==> config.mk <==
export PLATFORM = sky130hd
export DESIGN_NAME = gpio_pin_ctrl
export DESIGN_NICKNAME = d
export VERILOG_FILES = /design/src/rtl/gpio_pkg.sv /design/src/rtl/gpio_pin_filter.sv /design/src/rtl/gpio_pin_ctrl.sv
export SDC_FILE = /design/constraint.sdc
export NUM_CORES = 1
export LEC_CHECK = 0
export CAP_MARGIN = 20
export CORE_MARGIN = 1.5
export CORE_UTILIZATION = 50
export DETAILED_ROUTE_END_ITERATION = 16
export PLACE_DENSITY_LB_ADDON = 0.1
export SYNTH_ARGS = -nofsm -noshare
export SYNTH_HDL_FRONTEND = slang
export SYNTH_SLANG_ARGS = --single-unit
==> constraint.sdc <==
create_clock -name pclk -period 2.6 [get_ports pclk]
set_clock_uncertainty 0.1 [all_clocks]
set_input_delay 0.52 -clock pclk [delete_from_list [all_inputs] [get_ports pclk]]
set_output_delay 0.52 -clock pclk [all_outputs]
set_load 0.01 [all_outputs]
==> src/rtl/gpio_pkg.sv <==
// rtl/gpio_pkg.sv - register map constants shared by the GPIO pin controller
package gpio_pkg;

  localparam int GPIO_ADDR_W = 3;

  typedef logic [GPIO_ADDR_W-1:0] gpio_addr_t;

  localparam gpio_addr_t GPIO_DIR      = 3'd0;
  localparam gpio_addr_t GPIO_OUT      = 3'd1;
  localparam gpio_addr_t GPIO_IN       = 3'd2;
  localparam gpio_addr_t GPIO_RISE_EN  = 3'd3;
  localparam gpio_addr_t GPIO_FALL_EN  = 3'd4;
  localparam gpio_addr_t GPIO_STATUS   = 3'd5;
  localparam gpio_addr_t GPIO_DB_LIMIT = 3'd6;

endpackage

==> src/rtl/gpio_pin_filter.sv <==
// rtl/gpio_pin_filter.sv - one pin: input synchroniser, debounce counter, edge pulses
module gpio_pin_filter
  import gpio_pkg::*;
#(
  parameter int SYNC_STAGES = 2,
  parameter int DB_WIDTH    = 8
) (
  input  logic                pclk,
  input  logic                p_reset,
  input  logic                pin_raw,
  input  logic [DB_WIDTH-1:0] db_limit,
  output logic                stable,
  output logic                rise,
  output logic                fall
);

  logic [SYNC_STAGES-1:0] sync_q;
  logic [DB_WIDTH-1:0]    cnt_q;
  logic                   stable_q;
  logic                   sync;
  logic                   accept;

  assign sync   = sync_q[SYNC_STAGES-1];
  // >= rather than == so that lowering the limit under a running count
  // accepts on the next cycle instead of waiting for a wrap
  assign accept = (sync != stable_q) && (cnt_q >= db_limit);
  assign rise   = accept & sync;
  assign fall   = accept & ~sync;
  assign stable = stable_q;

  // Synchronise the pad, then accept a new level once it has differed from
  // the stable value for db_limit+1 consecutive cycles
  always_ff @(posedge pclk) begin
    if (p_reset) begin
      sync_q   <= '0;
      cnt_q    <= '0;
      stable_q <= 1'b0;
    end else begin
      sync_q <= {sync_q[SYNC_STAGES-2:0], pin_raw};
      if (sync == stable_q) begin
        cnt_q <= '0;
      end else if (accept) begin
        stable_q <= sync;
        cnt_q    <= '0;
      end else begin
        cnt_q <= cnt_q + DB_WIDTH'(1);
      end
    end
  end

endmodule

==> src/rtl/gpio_pin_ctrl.sv <==
// rtl/gpio_pin_ctrl.sv - parametrised GPIO controller with debounce and edge interrupts
module gpio_pin_ctrl
  import gpio_pkg::*;
#(
  parameter int DATA_WIDTH  = 16,
  parameter int SYNC_STAGES = 2,
  parameter int DB_WIDTH    = 8,
  parameter int DB_RESET    = 4
) (
  input  logic                   pclk,
  input  logic                   p_reset,
  input  logic                   reg_wr,
  input  logic [GPIO_ADDR_W-1:0] reg_addr,
  input  logic [DATA_WIDTH-1:0]  reg_wdata,
  output logic [DATA_WIDTH-1:0]  reg_rdata,
  input  logic [DATA_WIDTH-1:0]  gpio_pin_in,
  output logic [DATA_WIDTH-1:0]  gpio_pin_out,
  output logic [DATA_WIDTH-1:0]  n_gpio_pin_oe,
  output logic                   irq
);

  logic [DATA_WIDTH-1:0] dir_q;
  logic [DATA_WIDTH-1:0] out_q;
  logic [DATA_WIDTH-1:0] rise_en_q;
  logic [DATA_WIDTH-1:0] fall_en_q;
  logic [DATA_WIDTH-1:0] status_q;
  logic [DB_WIDTH-1:0]   db_limit_q;
  logic                  irq_q;

  logic [DATA_WIDTH-1:0] in_stable;
  logic [DATA_WIDTH-1:0] rise_vec;
  logic [DATA_WIDTH-1:0] fall_vec;
  logic [DATA_WIDTH-1:0] status_set;
  logic [DATA_WIDTH-1:0] status_clr;

  for (genvar i = 0; i < DATA_WIDTH; i++) begin : g_pin
    gpio_pin_filter #(
      .SYNC_STAGES (SYNC_STAGES),
      .DB_WIDTH    (DB_WIDTH)
    ) u_filter (
      .pclk     (pclk),
      .p_reset  (p_reset),
      .pin_raw  (gpio_pin_in[i]),
      .db_limit (db_limit_q),
      .stable   (in_stable[i]),
      .rise     (rise_vec[i]),
      .fall     (fall_vec[i])
    );
  end

  assign status_set = (rise_vec & rise_en_q) | (fall_vec & fall_en_q);
  assign status_clr = (reg_wr && (reg_addr == GPIO_STATUS)) ? reg_wdata : '0;

  assign n_gpio_pin_oe = ~dir_q;
  assign gpio_pin_out  = out_q;
  assign irq           = irq_q;

  // Register writes, sticky status (a new edge beats a same-cycle clear) and irq
  always_ff @(posedge pclk) begin
    if (p_reset) begin
      dir_q      <= '0;
      out_q      <= '0;
      rise_en_q  <= '0;
      fall_en_q  <= '0;
      status_q   <= '0;
      db_limit_q <= DB_WIDTH'(DB_RESET);
      irq_q      <= 1'b0;
    end else begin
      if (reg_wr) begin
        case (reg_addr)
          GPIO_DIR:      dir_q      <= reg_wdata;
          GPIO_OUT:      out_q      <= reg_wdata;
          GPIO_RISE_EN:  rise_en_q  <= reg_wdata;
          GPIO_FALL_EN:  fall_en_q  <= reg_wdata;
          GPIO_DB_LIMIT: db_limit_q <= DB_WIDTH'(reg_wdata);
          default: ;
        endcase
      end
      status_q <= (status_q & ~status_clr) | status_set;
      irq_q    <= |status_q;
    end
  end

  // Read mux; IN returns the debounced levels, unused addresses read zero
  always_comb begin
    reg_rdata = '0;
    case (reg_addr)
      GPIO_DIR:      reg_rdata = dir_q;
      GPIO_OUT:      reg_rdata = out_q;
      GPIO_IN:       reg_rdata = in_stable;
      GPIO_RISE_EN:  reg_rdata = rise_en_q;
      GPIO_FALL_EN:  reg_rdata = fall_en_q;
      GPIO_STATUS:   reg_rdata = status_q;
      GPIO_DB_LIMIT: reg_rdata = DATA_WIDTH'(db_limit_q);
      default:       reg_rdata = '0;
    endcase
  end

endmodule
==> metrics.md <==
| Metric | Value |
|---|---|
| Worst hold margin | `0.283 ns` |
| Start point of the worst hold path | `p_reset` |
| Design Power | `9.31 mW` |
| Share of total power in sequential cells | `44.9%` |
| Number of distinct standard cells referenced by the synthesized netlist | `48` |
| Measured slew at the worst slew-check pin | `0.573 ns` |
| Fraction of synthesized cell area in xor and xnor cells | `7.13%` |
| Proportion of register bits with asynchronous set or reset after synthesis | `0%` |
| Fin area | `16700 µm²` |
| Cell count of the worst reg-to-reg path | `9` |
| Area of the mapped netlist | `13800 µm²` |
| Total setup violations reported at the end of the flow | `0` |
| Detailed-router iteration count before antenna repair | `7` |
| DPL Wire Length | `26.1 mm` |
| Flip-flop and latch count after synthesis | `265` |
| Total power per unit cell area | `557 nW/µm²` |
| Worst Setup End Kind | `output pin` |
| Fmax | `393 MHz` |
| Worst hold path cell count | `2` |
| Clock Root Buffer | `clkbuf_16` |
| Synth Area per Inst | `8.75 µm²` |
| Aggregate global routing overflow | `0` |
| DP Cell Count | `2052` |
| Sequential fraction of the synthesis area | `38.5%` |
| Library cell with the largest summed area after synthesis | `dfxtp_1` |
| Internal Power | `7.19 mW` |
| First-pass GRT wire length | `58.7 mm` |
| CP top delay family | `multiplexers` |
| Hold Path Class | `primary input to register` |
| Final wirelength | `36.5 mm` |
| Ys Warns | `0` |
| Path type of the worst setup path | `register to output pin` |
| P_leak | `6.61 nW` |
| Layout Area Growth over Synthesis | `21.3%` |
| Final hold violations | `0` |
| Crit-path cells | `mux4_2, mux2_2, dlygate4sd2_1` |
| Area of the die | `28500 µm²` |
| Portion of synthesized cell area occupied by the leading cell type | `38.5%` |
| Final cell utilization of the core | `61.9%` |
| Pre-CTS setup slack | `-0.279 ns` |
| Crit path largest cell delay | `0.45 ns` |
| Post-synthesis share of cell area spent on and, or, nand and nor gates | `24.1%` |
| Data arrival at the endpoint of the critical path | `1.93 ns` |
| Final nets | `1925` |
| Die width | `169 µm` |
| H-Tree Depth | `1` |
| Top cells by area in the synthesized netlist | `dfxtp_1 39%, ha_1 13%, nand2_1 6.7%` |
| Number of clock sinks seen by CTS | `265` |
| Main combinational cell family by area after synthesis | `simple AND/OR/NAND/NOR gates` |
| Final setup slack of the worst path | `0.0532 ns` |
| Logic gate share of total power | `6.6%` |
| Overall track demand over capacity in global routing | `26.0%` |
| Final setup TNS | `0 ns` |
| Placement-stage cell area | `15600 µm²` |
| Worst IR Drop VDD | `0.000452 V` |
| Final Max Tran Viols | `0` |
| Fraction of final layout cells with drive strength greater than 1 | `14.0%` |
| Number of diodes | `0` |
| Compound-cell area share of the yosys netlist | `9.56%` |
| Max transition margin | `61.8%` |
| RSZ-0062 raised after global routing | `no` |
| Endpoint required time on the critical path | `1.98 ns` |
| Fraction of power consumed by the clock network | `48.5%` |
| Port buffer count | `86` |
| Top cell types by occurrence after synthesis | `265 x dfxtp_1, 245 x nand2_1, 144 x ha_1, 126 x a21oi_1, 117 x nor2_1` |
| Initial standard-cell utilization of the core | `51.1%` |
| Number of clock buffers inserted by TritonCTS | `30` |
| Number of global-route vias before repair | `11100` |
| Net load switching power | `2.11 mW` |
| Total number of cells along the worst setup path | `3` |
| Final period utilization | `98.0%` |
| Initial antenna violation count | `0` |
| RePlAce Congestion | `0.862` |
| Origin of the critical flop-to-flop path | `db_limit_q[6]$_SDFFE_PP0P_` |
| Library cell contributing the largest single delay on the critical path | `mux4_2` |
| Cell with the most instances after synthesis | `dfxtp_1` |
| Number of enable-type register cells in the synthesized netlist | `0` |
| Switching portion of total power | `22.7%` |
| Count of routing violations after the opening detailed-route iteration | `638` |
| Post-route ant nets | `0` |
| Core footprint | `27000 µm²` |
| Reported max-cap violation count | `0` |
| Post-detailed-route via-to-cell ratio | `5.45` |
| Number of post-CTS setup repair buffers | `0` |
| Number of placed I/O pins | `87` |
| Outcome | `completed` |
| Tmin final | `2.55 ns` |
| Startpoint type of the worst setup path | `register` |
| Post-synthesis share of cell area spent on full adders, half adders and majority gates | `13.1%` |
| WHS Endpoint | `g_pin[9].u_filter.sync_q[0]$_SDFF_PP0_` |
| Drc violations | `0` |
| Chip Height | `169 µm` |
| DR WL/cell | `17.3 µm` |
| FP Rows | `60` |
| CTS tree | `built` |
| Clock slew at reported path FFs | `0.06 ns` |
| Critical register-to-register path endpoint | `g_pin[12].u_filter.cnt_q[6]$_SDFF_PP0_` |
| Most used DFF post-synth | `dfxtp_1` |
| Maximum buffer depth of the clock tree | `3` |
| Vias after detailed routing | `11500` |
| Fraction of synthesized area in multiplexers | `4.28%` |
| Pin count of the biggest net entering global routing | `70` |
| Cell Count, Final, Fillers Out | `2108` |
| Gate Count Post-Synth | `1573` |
| WP buf/inv | `1` |
| Worst-path maximum fanout | `3` |
| Setup slack of the worst register-to-register path | `0.18 ns` |
| Total nets after synthesis | `1755` |
| Clock latency reported for the late side of the worst-skew pair | `0.57 ns` |
## power groups by stage
stage / Combinational [mW] / Sequential, mW / Clock, mW
after floorplan: 0.326 / 4.25 / 0
after global placement: 0.605 / 4.27 / 0
after detailed placement: 0.615 / 4.26 / 0
after CTS: 0.618 / 4.18 / 4.59
after global routing: 0.675 / 4.18 / 4.74
final: 0.618 / 4.18 / 4.51
## state kept, by name, summed over array words and instances, names as in the netlist
signal / count
db_limit_q: 8
dir_q: 16
fall_en_q: 16
g_pin.u_filter.cnt_q: 128
g_pin.u_filter.stable: 16
g_pin.u_filter.sync_q: 32
gpio_pin_out: 16
irq: 1
rise_en_q: 16
status_q: 16
## placed cells by master (no fill, tap or decap), types with 8 or more instances in the layout
cell,synthesis,layout
dfxtp_1,265,258
nand2_1,245,245
ha_1,144,144
a21oi_1,126,126
nor2_1,117,117
buf_4,2,93
nand3_1,77,77
xor2_1,71,71
clkdlybuf4s50_1,0,66
nor2b_1,53,52
inv_1,52,52
nor2_2,46,46
xnor2_1,41,41
and3_1,40,40
o21ai_0,33,33
clkbuf_16,0,31
nand3b_1,30,30
mux2i_1,24,24
mux2_2,17,16
a21o_1,14,14
dlygate4sd2_1,0,14
a22oi_1,11,11
o22ai_1,12,11
a31oi_1,10,10
a211oi_1,10,10
nor3_1,10,10
nand2b_1,8,8
clkbuf_8,0,8
## routing by layer
| metal | GRT usage (%) | share of wire (%) |
|---|---|---|
| met1 | 34.8 | 46 |
| met2 | 43.3 | 46 |
| met3 | 3.39 | 4.8 |
| met4 | 8.35 | 2.9 |
| met5 | 0 | 0 |
## cells by family (layout without fill, tap and decap cells)
group / count (synthesis) / after routing
AO/OA/AOI/OAI: 233 / 233
XOR/XNOR: 112 / 112
adder cells (fa/ha/maj): 144 / 144
buffers and inverters: 101 / 295
flip-flops: 265 / 265
multiplexers: 48 / 48
AND/OR/NAND/NOR: 670 / 670
## worst max path at each step
stage / start / end
floorplan: db_limit_q[2]$_SDFFE_PP1P_ / g_pin[12].u_filter.cnt_q[3]$_SDFF_PP0_
global placement: reg_addr[1] / reg_rdata[5]
detailed placement: reg_addr[1] / reg_rdata[9]
CTS: g_pin[6].u_filter.stable$_SDFFE_PP0P_ / reg_rdata[6]
global route: db_limit_q[6]$_SDFFE_PP0P_ / g_pin[12].u_filter.cnt_q[5]$_SDFF_PP0_
finish: gpio_pin_out[4]$_SDFFE_PP0P_ / reg_rdata[4]
## area by class of cell
class                           instances  area (µm²)
Inverter                               52         195
Fill cell                            2341       10300
Sequential cell                       265        5310
Clock buffer                           45         908
Clock inverter                         11         155
Timing Repair Buffer                  187        1680
Multi-Input combinational cell       1207        8020
Tap cell                              341         427
## repair_timing
action,in CTS,in global routing
hold buffers,0,0
endpoints found under the setup margin,16,4
gates resized for setup,27,5
endpoints found under the hold margin,0,0
(Power assumes the default switching activity.)
